`src/rtl/cbi980_i2s_tx.sv`:
```
// CBI980 I2S transmit back end: sample FIFO, BCLK/LRCLK divider and MSB-first serializer.
// Define CBI980_TX_LJ_EN to add the lj_mode input (left-justified slots).
module cbi980_i2s_tx #(
   parameter int CLK_DIV     = 4,
   parameter int SAMPLE_BITS = 24,
   parameter int FIFO_DEPTH  = 8,
   parameter int LOW_WATER   = 2
) (
   input  logic                        aclk,
   input  logic                        arstn,
   input  logic                        en,
   input  logic [31:0]                 s_data,
   input  logic                        s_valid,
`ifdef CBI980_TX_LJ_EN
   input  logic                        lj_mode,
`endif
   output logic                        s_ready,
   output logic [$clog2(FIFO_DEPTH):0] fifo_level,
   output logic                        irq_low,
   output logic                        underrun,
   output logic                        bclk,
   output logic                        lrclk,
   output logic                        sdout
);
   localparam int AW   = $clog2(FIFO_DEPTH);
   localparam int DW   = (CLK_DIV > 1) ? $clog2(CLK_DIV) : 1;
   localparam int DM   = CLK_DIV - 1;
   localparam int SBM1I = SAMPLE_BITS - 1;
   localparam int DEPI = FIFO_DEPTH;
   localparam logic [DW-1:0] DIV_MAX = DM[DW-1:0];
   localparam logic [5:0]    SB6     = SAMPLE_BITS[5:0];
   localparam logic [4:0]    SBM1    = SBM1I[4:0];
   localparam logic [AW:0]   FULL    = DEPI[AW:0];

   typedef enum logic {IDLE, RUN} state_t;
   state_t state_q, state_d;

   logic [31:0]   mem [FIFO_DEPTH];
   logic [AW-1:0] wptr, rptr;
   logic [AW:0]   count;
   logic          wr, pop;

   logic [DW-1:0] div_cnt;
   logic [5:0]    bit_idx, bit_nxt;
   logic [31:0]   cur, word_nxt;
   logic          cur_lj, lj_nxt, lj_in;
   logic          start, slot, tick, fall, sd_nxt;
   logic [4:0]    p, ix;

`ifdef CBI980_TX_LJ_EN
   assign lj_in = lj_mode;
`else
   assign lj_in = 1'b0;
`endif

   assign s_ready    = (count != FULL);
   assign wr         = s_valid && s_ready;
   assign fifo_level = count;
   assign irq_low    = (state_q == RUN) && (int'(count) <= LOW_WATER);

   always_ff @(posedge aclk or negedge arstn)
      if (!arstn) begin
         wptr  <= '0;
         rptr  <= '0;
         count <= '0;
      end else begin
         if (wr)  wptr <= wptr + 1'b1;
         if (pop) rptr <= rptr + 1'b1;
         case ({wr, pop})
            2'b10:   count <= count + 1'b1;
            2'b01:   count <= count - 1'b1;
            default: ;
         endcase
      end

   always_ff @(posedge aclk)
      if (wr) mem[wptr] <= s_data;

   always_ff @(posedge aclk or negedge arstn)
      if (!arstn) state_q <= IDLE;
      else        state_q <= state_d;

   always_comb begin
      state_d = IDLE;
      start   = 1'b0;
      slot    = 1'b0;
      tick    = (state_q == RUN) && (div_cnt == DIV_MAX);
      fall    = tick && bclk;
      if (en) begin
         state_d = RUN;
         start   = (state_q == IDLE);
         slot    = start || (fall && (bit_idx[4:0] == 5'd31));
      end
      bit_nxt  = start ? 6'd0 : bit_idx + {5'd0, fall};
      pop      = slot && (count != '0);
      word_nxt = slot ? (pop ? mem[rptr] : '0) : cur;
      lj_nxt   = slot ? lj_in : cur_lj;
      p        = bit_nxt[4:0];
      ix       = lj_nxt ? (SBM1 - p) : (SBM1 - p + 5'd1);
      sd_nxt   = 1'b0;
      // I2S p=0 still carries the outgoing slot's position 32 (its LSB only when 32-bit)
      if (lj_nxt) begin
         if ({1'b0, p} < SB6) sd_nxt = word_nxt[ix];
      end else if (p == 5'd0) begin
         sd_nxt = (SAMPLE_BITS == 32) && !cur_lj && cur[0];
      end else if ({1'b0, p} <= SB6) begin
         sd_nxt = word_nxt[ix];
      end
   end

   always_ff @(posedge aclk or negedge arstn)
      if (!arstn) begin
         div_cnt  <= '0;
         bclk     <= 1'b0;
         bit_idx  <= '0;
         lrclk    <= 1'b0;
         sdout    <= 1'b0;
         underrun <= 1'b0;
         cur      <= '0;
         cur_lj   <= 1'b0;
      end else if (!en) begin
         div_cnt  <= '0;
         bclk     <= 1'b0;
         bit_idx  <= '0;
         lrclk    <= 1'b0;
         sdout    <= 1'b0;
         underrun <= 1'b0;
         cur      <= '0;
         cur_lj   <= 1'b0;
      end else begin
         div_cnt  <= (start || tick) ? '0 : div_cnt + 1'b1;
         if (tick) bclk <= ~bclk;
         bit_idx  <= bit_nxt;
         lrclk    <= bit_nxt[5];
         underrun <= slot && (count == '0);
         if (slot) begin
            cur    <= word_nxt;
            cur_lj <= lj_nxt;
         end
         if (start || fall) sdout <= sd_nxt;
      end
endmodule
```
`config.mk`:
```
export PLATFORM = sky130hd
export DESIGN_NAME = cbi980_i2s_tx
export DESIGN_NICKNAME = d
export VERILOG_FILES = /design/src/rtl/cbi980_i2s_tx.sv
export SDC_FILE = /design/constraint.sdc
export NUM_CORES = 1
export LEC_CHECK = 0
export ABC_AREA = 1
export CORE_AREA = 4 4 213 215
export DETAILED_ROUTE_END_ITERATION = 10
export DIE_AREA = 0 0 217 219
export PLACE_DENSITY_LB_ADDON = 0.2
export SLEW_MARGIN = 20
export SYNTH_ARGS = -nofsm -noshare
export SYNTH_HDL_FRONTEND = slang
export SYNTH_SLANG_ARGS = --single-unit
```
`constraint.sdc`:
```
create_clock -name aclk -period 3 [get_ports aclk]
set_input_delay 0.9 -clock aclk [delete_from_list [all_inputs] [get_ports aclk]]
set_output_delay 0.9 -clock aclk [all_outputs]
set_load 0.005 [all_outputs]
```
# Word level (Yosys, flattened, before mapping)
# Memory sizes are Yosys's and may differ from the RTL's.
# Cells that the tools add are included.
# Widths: inputs -> output; s select.
# classes
n_reduce_logical	14
n_addsub	8
order_cmp	4
mux	30
eq_ne	8
bitwise_logic	2
# op_table
operator	count
$mux 32	4
$mux 1	19
$mux 6	2
$pmux 4 s2	1
$logic_and 1x1->1	7
$add 3x1->3 const B	2
$add 6x1->6	1
$lt 5x6->1 const B	1
$ne 2x1->1 const B	3
$add 5x1->5 const B	1
$bmux 1 s5	1
$eq 5x5->1 const B	1
$le 5x5->1 const B	1
$logic_not 5->1	1
$lt 5x5->1 const B	1
$mux 5	1
$sub 5x5->5 const A	1
$add 4x1->4 const B	1
$eq 2x2->1 const B	2
$le 4x2->1 const B	1
$logic_not 4->1	1
$mux 2	2
$ne 4x4->1 const B	1
$reduce_bool 4->1	1
6 further kinds	9
# totals
n_memories	1
reg_bits	56
inputBits	36
output_inout_bits	10
ram_bits	256
# mem_list
memory	depth	width	rd	rd_clocked_by_memory_dff	wr	line	text
mem	8	32	1	0	1	38	logic [31:0] mem [FIFO_DEPTH];

# Logic depth before layout (Yosys ltp)
# Gate-level depths: netlist (run 1).
# depth
depth_word	16
ltp_mapped	18
ltp_nobuf	18

# Least setup slack after synthesis (run 1)
# Ideal clock, no wire load.
# synth_path
kind	input-to-reg
startpoint	input s_valid
endpoint	memory mem[0][0], enable pin
path_slack_ns	-0.088
setup_time_ns	0.421
stages	3
t_arrival_ns	2.667
cell_sequence	nand2_1 -> or2_2 -> nor2_1
# synth_via
elab_chain_len	3
# synth_rtl
element	line	text
start: declaration	13	input logic s_valid,
$logic_and 1x1->1	57	assign wr = s_valid && s_ready;
$mux 1	77	if (wr) mem[wptr] <= s_data;
$mux 1 (implied by the code)	77	
end: declaration	38	
# No other way between the ends.

# Worst setup path after layout (run 1)
# layout_path
startpoint	register count[2] (netlist: fifo_level[2])
endpoint	output irq_low
# layout_via
elab_chain_len	2
# layout_rtl
element	line	text
start: declaration	40	logic [AW:0] count;
start signal: assignment	70	2'b10: count <= count + 1'b1;
start signal: assignment	71	2'b01: count <= count - 1'b1;
$le 4x2->1	59	assign irq_low = (state_q == RUN) && (int'(count) <= LOW_WATER);
$logic_and 1x1->1	59	
end: declaration	19	output logic irq_low,
# No other way between the ends.

==> impl_metrics.env, run 1 <==
export IMPL_critPathMaxStageDelay_ns=0.51
export IMPL_synth_edf_count=256
export IMPL_die_area_sq_mm=0.04752
export IMPL_cts_htree_levels=2
export IMPL_ys_top_cells_by_count="376 x nand2_1, 256 x edfxtp_1, 115 x nand3_1, 65 x nor2_1, 55 x dfrtp_1"
export IMPL_min_path_type="in2async"
export IMPL_synthArstFlopShare_pct=17.68
export IMPL_hold_buffers=0
export IMPL_via_per_inst=4.640
export IMPL_hpwlAfterDp_um=17610
export IMPL_post_cts_buffers=0
export IMPL_rsz0062_at_grt="no"
export IMPL_relSlewSlack_pct=51.72
export IMPL_setup_violations=0
export IMPL_postPlaceCellArea_sq_mm=0.01445
export IMPL_worst_ep_arrival_time_ns=1.79
export IMPL_portBuffers=45
export IMPL_antenna_found_initial=0
export IMPL_cts_sinks=311
export IMPL_die_w_um=217
export IMPL_drv_slew=0
export IMPL_final_antenna_net_count=0
export IMPL_wl_um=31720
export IMPL_grt_pass1_vias=8200
export IMPL_drt_first_iter_violations=615
export IMPL_cts_resized=0
export IMPL_clockBufferDepth=3
export IMPL_ios=46
export IMPL_final_area_sq_mm=0.01563
export IMPL_max_freq_mhz=371.4
export IMPL_syn_area_per_cell_sq_um=11.27
export IMPL_die_h_um=219
export IMPL_finalCriticalPeriod_ns=2.693
export IMPL_clock_skew_final_ns=0.02259
export IMPL_whs_ns=0.4045
export IMPL_critPathKind="reg2out"
export IMPL_dp_cells=1769
export IMPL_crit_required_ns=2.10
export IMPL_ys_warn_count=0
export IMPL_run_status="complete, no violations"
export IMPL_fp_row_count=77
export IMPL_yosysUniqueCellTypes=36
export IMPL_grt_overflow_total=0
export IMPL_numCtsBuffers=36
export IMPL_grt_max_degree=130
export IMPL_fin_cells=1836
export IMPL_drc=0
export IMPL_yosysMostFrequentCell="nand2_1"
export IMPL_hold_viol_final=0
export IMPL_syn_area_sq_mm=0.01295
export IMPL_initial_core_util_pct=29.61
export IMPL_grt_pass1_wl_um=49130
export IMPL_synth_flop_cell="edfxtp_1"
export IMPL_fin_crit_sh_pct=89.75
export IMPL_path_cells="nor2_1, nand2_1, a21oi_1, clkdlybuf4s50_1"
export IMPL_syn_to_final_growth_pct=20.69
export IMPL_gp_congestion=0.8426
export IMPL_synth_area_leaders="edfxtp_1 59%, nand2_1 11%, dfrtp_1 11%"
export IMPL_vias=8519
export IMPL_cts_tree="done"
export IMPL_critPathMaxFanout=5
export IMPL_tightest_slew_ns=0.7197
export IMPL_wire_per_inst_um=17.28
export IMPL_yosys_area_top_type="edfxtp_1"
export IMPL_syn_inst=1149
export IMPL_first_pass_iters=4
export IMPL_clock_latency_ns=0.53
export IMPL_startpoint_type="register"
export IMPL_syn_nets=1195
export IMPL_leakage_nw=5.880
export IMPL_critPathSlowestCell="clkdlybuf4s50_1"
export IMPL_yosysSeqAreaShare_pct=69.99
export IMPL_ys_ff_latch=311
export IMPL_max_vdd_ir_drop_v=0.0005024
export IMPL_clk_pin_slew_ns=0.05
export IMPL_core_sq_mm=0.04374
export IMPL_p_per_area_mw_per_mm2=916.6
export IMPL_track_usage_pct=13.23
export IMPL_synth_top_cell_area_share_pct=59.36
export IMPL_nFillCells=4316
export IMPL_cap_violations=0
export IMPL_layout_drive_gt1_share_pct=10.06
export IMPL_nNetsFinal=1261
export IMPL_root_buffer="clkbuf_16"
export IMPL_critPathCaptureType="primary output"
## area by class of cell
cell class              instances  area (sq um)  share of cell area, %
flip-flops and latches        311          9070                  58.03
multi-input cells             745          3582                  22.92
repair buffers                 92         948.4                  6.068
clock buffers                  42         944.7                  6.044
well taps                     592         740.7                  4.739
clock inverters                24         229.0                  1.465
inverters                      29         111.4                 0.7125
diodes                          1         2.502                0.01601
## per-layer routing
metal	vias up	routed length, um	share of wire (%)	track usage [%]
met5	-	0	0	0
met4	0	732	2.3	3.901
met3	53	1079	3.4	2.299
met2	137	14810	47	21.52
met1	4175	15100	48	18.28
li1	4154	-	-	-
## cells in the final DEF, fill, tap and decap left out, drive strengths merged
cell / count
clkinvlp: 3
or2: 1
diode: 1
o21ai: 42
nor3b: 1
edfxtp: 256
a211oi: 1
clkdlybuf4s50: 44
o221ai: 1
nand3b: 1
clkbuf: 42
buf: 48
xor2: 8
a32o: 15
o22ai: 1
nor2: 66
clkinv: 15
ha: 9
nand3: 118
a21oi: 49
dfrtp: 55
nand4: 18
nand2: 382
bufinv: 4
a32oi: 1
o21bai: 1
fa: 1
o21a: 11
xnor2: 2
a22oi: 15
nor3: 1
inv: 31
## power by group
part | internal [W] | total, W | switching, W | leakage [nW]
sequential | 0.00542 | 0.00564 | 0.000225 | 3.05
combinational | 0.00139 | 0.00434 | 0.00295 | 2.27
clock | 0.00261 | 0.00434 | 0.00173 | 0.565
total | 0.00942 | 0.0143 | 0.00490 | 5.88
## worst max-delay path, delay by kind of cell (launching register included)
family / cells / cell delay, ns
compound gates: 1 / 0.12
simple gates: 2 / 0.21
flops: 1 / 0.44
buf+inv: 1 / 0.51
## cells by family after synthesis
kind of cell             count (synthesis)  synth area share (%)
AO/OA/AOI/OAI                          137                 6.512
AND/OR/NAND/NOR                        588                 18.99
buffers and inverters                   93                 2.812
XOR/XNOR                                10                0.6764
adder cells (fa/ha/maj)                 10                 1.024
flip-flops                             311                 69.99
## flip-flops by register name (all words and copies together) (netlist names)
| signal | flops |
|---|---|
| fifo_level | 4 |
| underrun | 1 |
| div_cnt | 2 |
| sdout | 1 |
| mem | 256 |
| state_q | 1 |
| rptr | 3 |
| cur | 32 |
| bclk | 1 |
| bit_idx | 6 |
| wptr | 3 |
| cur_lj | 1 |
## metrics by stage
stage / setup WS [ns] / utilization, % / TNS, ns / power [W]
final: 0.3074 / 35.73 / 0 / 0.01432
after global routing: 0.08642 / 35.73 / 0 / 0.01524
after CTS: 0.2758 / 35.73 / 0 / 0.01457
after detailed placement: -0.07784 / 33.04 / -0.07784 / 0.01018
after global placement: -0.03857 / 33.04 / -0.03857 / 0.01016
after floorplan: -0.08802 / - / -11.27 / 0.008444
## final timing paths
path / from / to / slack [ns] / cells after the start
max reg2reg: div_cnt[0]$_DFF_PN0_ / sdout$_DFFE_PN0P_ / 0.35 / 18
min reg2reg: div_cnt[0]$_DFF_PN0_ / div_cnt[0]$_DFF_PN0_ / 0.45 / 1
max in group asynchronous: arstn / rptr[0]$_DFFE_PN0N_ / 1.99 / 2
max: fifo_level[2]$_DFFE_PN0P_ / irq_low / 0.31 / 4
min in group aclk: div_cnt[0]$_DFF_PN0_ / div_cnt[0]$_DFF_PN0_ / 0.45 / 1
min: arstn / fifo_level[0]$_DFFE_PN0P_ / 0.40 / 1
No activity file was read; power rests on OpenSTA's default activity.
==> run 2, diff against run 1 <==
- SLEW_MARGIN: 20 -> not set
==> results of run 2 <==
Same layout as run 1: the final DEF is identical, and so are final timing and power.
==> run 3, diff against run 2 <==
- clock period: 3 -> 2.79 ns (I/O delays scaled with it)
==> impl_metrics.env, run 3 (synthesis results as in run 1) <==
export IMPL_max_freq_mhz=384.3
export IMPL_grt_pass1_vias=8304
export IMPL_leakage_nw=5.926
export IMPL_portBuffers=45
export IMPL_die_area_sq_mm=0.04752
export IMPL_path_cells="nor2_1, nand2_1, a21oi_1, clkdlybuf4s50_1"
export IMPL_final_area_sq_mm=0.01579
export IMPL_wl_um=31450
export IMPL_worst_ep_arrival_time_ns=1.77
export IMPL_fin_crit_sh_pct=93.27
export IMPL_run_status="complete, no violations"
export IMPL_dp_cells=1780
export IMPL_largest_reg_flops=256
export IMPL_finalCriticalPeriod_ns=2.602
export IMPL_syn_to_final_growth_pct=21.92
export IMPL_multiInputGateArea_sq_mm=0.003612
export IMPL_r2r_cells=16
export IMPL_ios=46
export IMPL_crit_start="fifo_level[2]$_DFFE_PN0P_"
export IMPL_clockBufferDepth=3
export IMPL_first_pass_iters=5
export IMPL_layout_drive_gt1_share_pct=11.11
export IMPL_p_per_area_mw_per_mm2=964.3
export IMPL_rsz0062_at_grt="no"
export IMPL_reg2reg_setup_slack_ns=0.24
export IMPL_drc=0
export IMPL_drv_slew=0
export IMPL_cts_tree="done"
export IMPL_nFillCells=4343
export IMPL_die_h_um=219
export IMPL_cts_sinks=311
export IMPL_setup_violations=0
export IMPL_antenna_found_initial=2
export IMPL_setup_tns_ns=0
export IMPL_critPathCaptureType="primary output"
export IMPL_relSlewSlack_pct=50.34
export IMPL_wire_per_inst_um=17.06
export IMPL_cts_htree_levels=2
export IMPL_r2r_end="sdout$_DFFE_PN0P_"
export IMPL_fin_cells=1844
export IMPL_gp_congestion=0.8515
export IMPL_seq_area_sq_mm=0.009069
export IMPL_vias=8454
export IMPL_critPathMaxFanout=5
export IMPL_clock_skew_final_ns=0.01813
export IMPL_min_path_type="in2async"
export IMPL_final_antenna_net_count=0
export IMPL_tightest_slew_ns=0.7403
export IMPL_startpoint_type="register"
export IMPL_cap_violations=0
export IMPL_regToRegStartpoint="div_cnt[0]$_DFF_PN0_"
export IMPL_critPathSlowestCell="clkdlybuf4s50_1"
export IMPL_hold_viol_final=0
export IMPL_grt_pass1_wl_um=48950
export IMPL_numCtsBuffers=35
export IMPL_clock_latency_ns=0.52
export IMPL_initial_core_util_pct=29.61
export IMPL_via_per_inst=4.585
export IMPL_max_vdd_ir_drop_v=0.0004735
export IMPL_die_w_um=217
export IMPL_final_util_pct=36.10
export IMPL_fp_row_count=77
export IMPL_final_cell_mix="375 x nand2_1, 256 x edfxtp_1, 115 x nand3_1, 56 x nor2_1, 53 x dfrtp_1"
export IMPL_root_buffer="clkbuf_16"
export IMPL_critPathKind="reg2out"
export IMPL_grt_max_degree=95
export IMPL_layout_commonest_cell="nand2_1"
export IMPL_nNetsFinal=1272
export IMPL_finalPower_w=0.01523
export IMPL_endpoint="irq_low"
export IMPL_core_sq_mm=0.04374
export IMPL_top_regs="mem x256, cur x32, bit_idx x6"
export IMPL_hpwlAfterDp_um=18410
export IMPL_track_usage_pct=13.19
export IMPL_drt_first_iter_violations=441
export IMPL_hold_buffers=0
export IMPL_grt_overflow_total=0
export IMPL_clk_pin_slew_ns=0.06
export IMPL_largest_register="mem"
export IMPL_critPathMaxStageDelay_ns=0.51
export IMPL_crit_required_ns=1.95
export IMPL_postPlaceCellArea_sq_mm=0.01465
-- run 3: critical path, delay by kind of cell, from the launching register on --
kind,cells,cell delay [ns]
AOI/OAI and AO/OA,1,0.11
buffers and inverters,1,0.51
and+or+nand+nor,2,0.21
DFF,1,0.43
-- run 3: per-layer routing --
metal | wire length [um] | global-route usage, % | up-vias
met2 | 15110 | 22.27 | 145
met5 | 13 | 0 | -
met1 | 14500 | 17.66 | 4094
met4 | 559 | 3.540 | 2
li1 | - | - | 4167
met3 | 1264 | 2.326 | 46
-- run 3: per-stage QoR --
stage          setup WS, ns  hold slack [ns]
6_report             0.1878           0.3108
5_1_grt            0.004927           0.3394
4_1_cts              0.1401           0.3077
3_5_place_dp        -0.2452           0.4456
3_3_place_gp        -0.2000           0.4255
2_1_floorplan       -0.2350           0.4156
-- run 3: layout make-up --
type	instances	area share [%]
clock buffer	49	6.276
tap	592	4.691
antenna	1	0.01585
clock inverter	13	0.7053
inverter	29	0.7053
sequential	311	57.44
multi-input combinational	745	22.88
timing repair buffer	104	7.291
-- run 3: worst min-delay path by stage --
| stage | startpoint | to | slack (ns) | depth (start not counted) |
|---|---|---|---|---|
| finish | arstn | fifo_level[2]$_DFFE_PN0P_ | 0.31 | 1 |
| global route | arstn | fifo_level[2]$_DFFE_PN0P_ | 0.34 | 1 |
| CTS | arstn | fifo_level[2]$_DFFE_PN0P_ | 0.31 | 1 |
| detailed placement | div_cnt[0]$_DFF_PN0_ | div_cnt[0]$_DFF_PN0_ | 0.45 | 1 |
| global placement | div_cnt[0]$_DFF_PN0_ | div_cnt[0]$_DFF_PN0_ | 0.43 | 1 |
| floorplan | div_cnt[0]$_DFF_PN0_ | div_cnt[0]$_DFF_PN0_ | 0.42 | 1 |
-- run 3: power by group --
part / leakage [nW] / internal, W / switching [W]
combinational: 2.36 / 0.00161 / 0.00317
clock: 0.521 / 0.00259 / 0.00180
sequential: 3.05 / 0.00582 / 0.000243
-- run 3: repair_timing --
item                                   CTS  global route
endpoints found under the hold margin    0             0
setup buffers                            0             1
setup endpoints to repair                0             1
resized for setup                        0             6
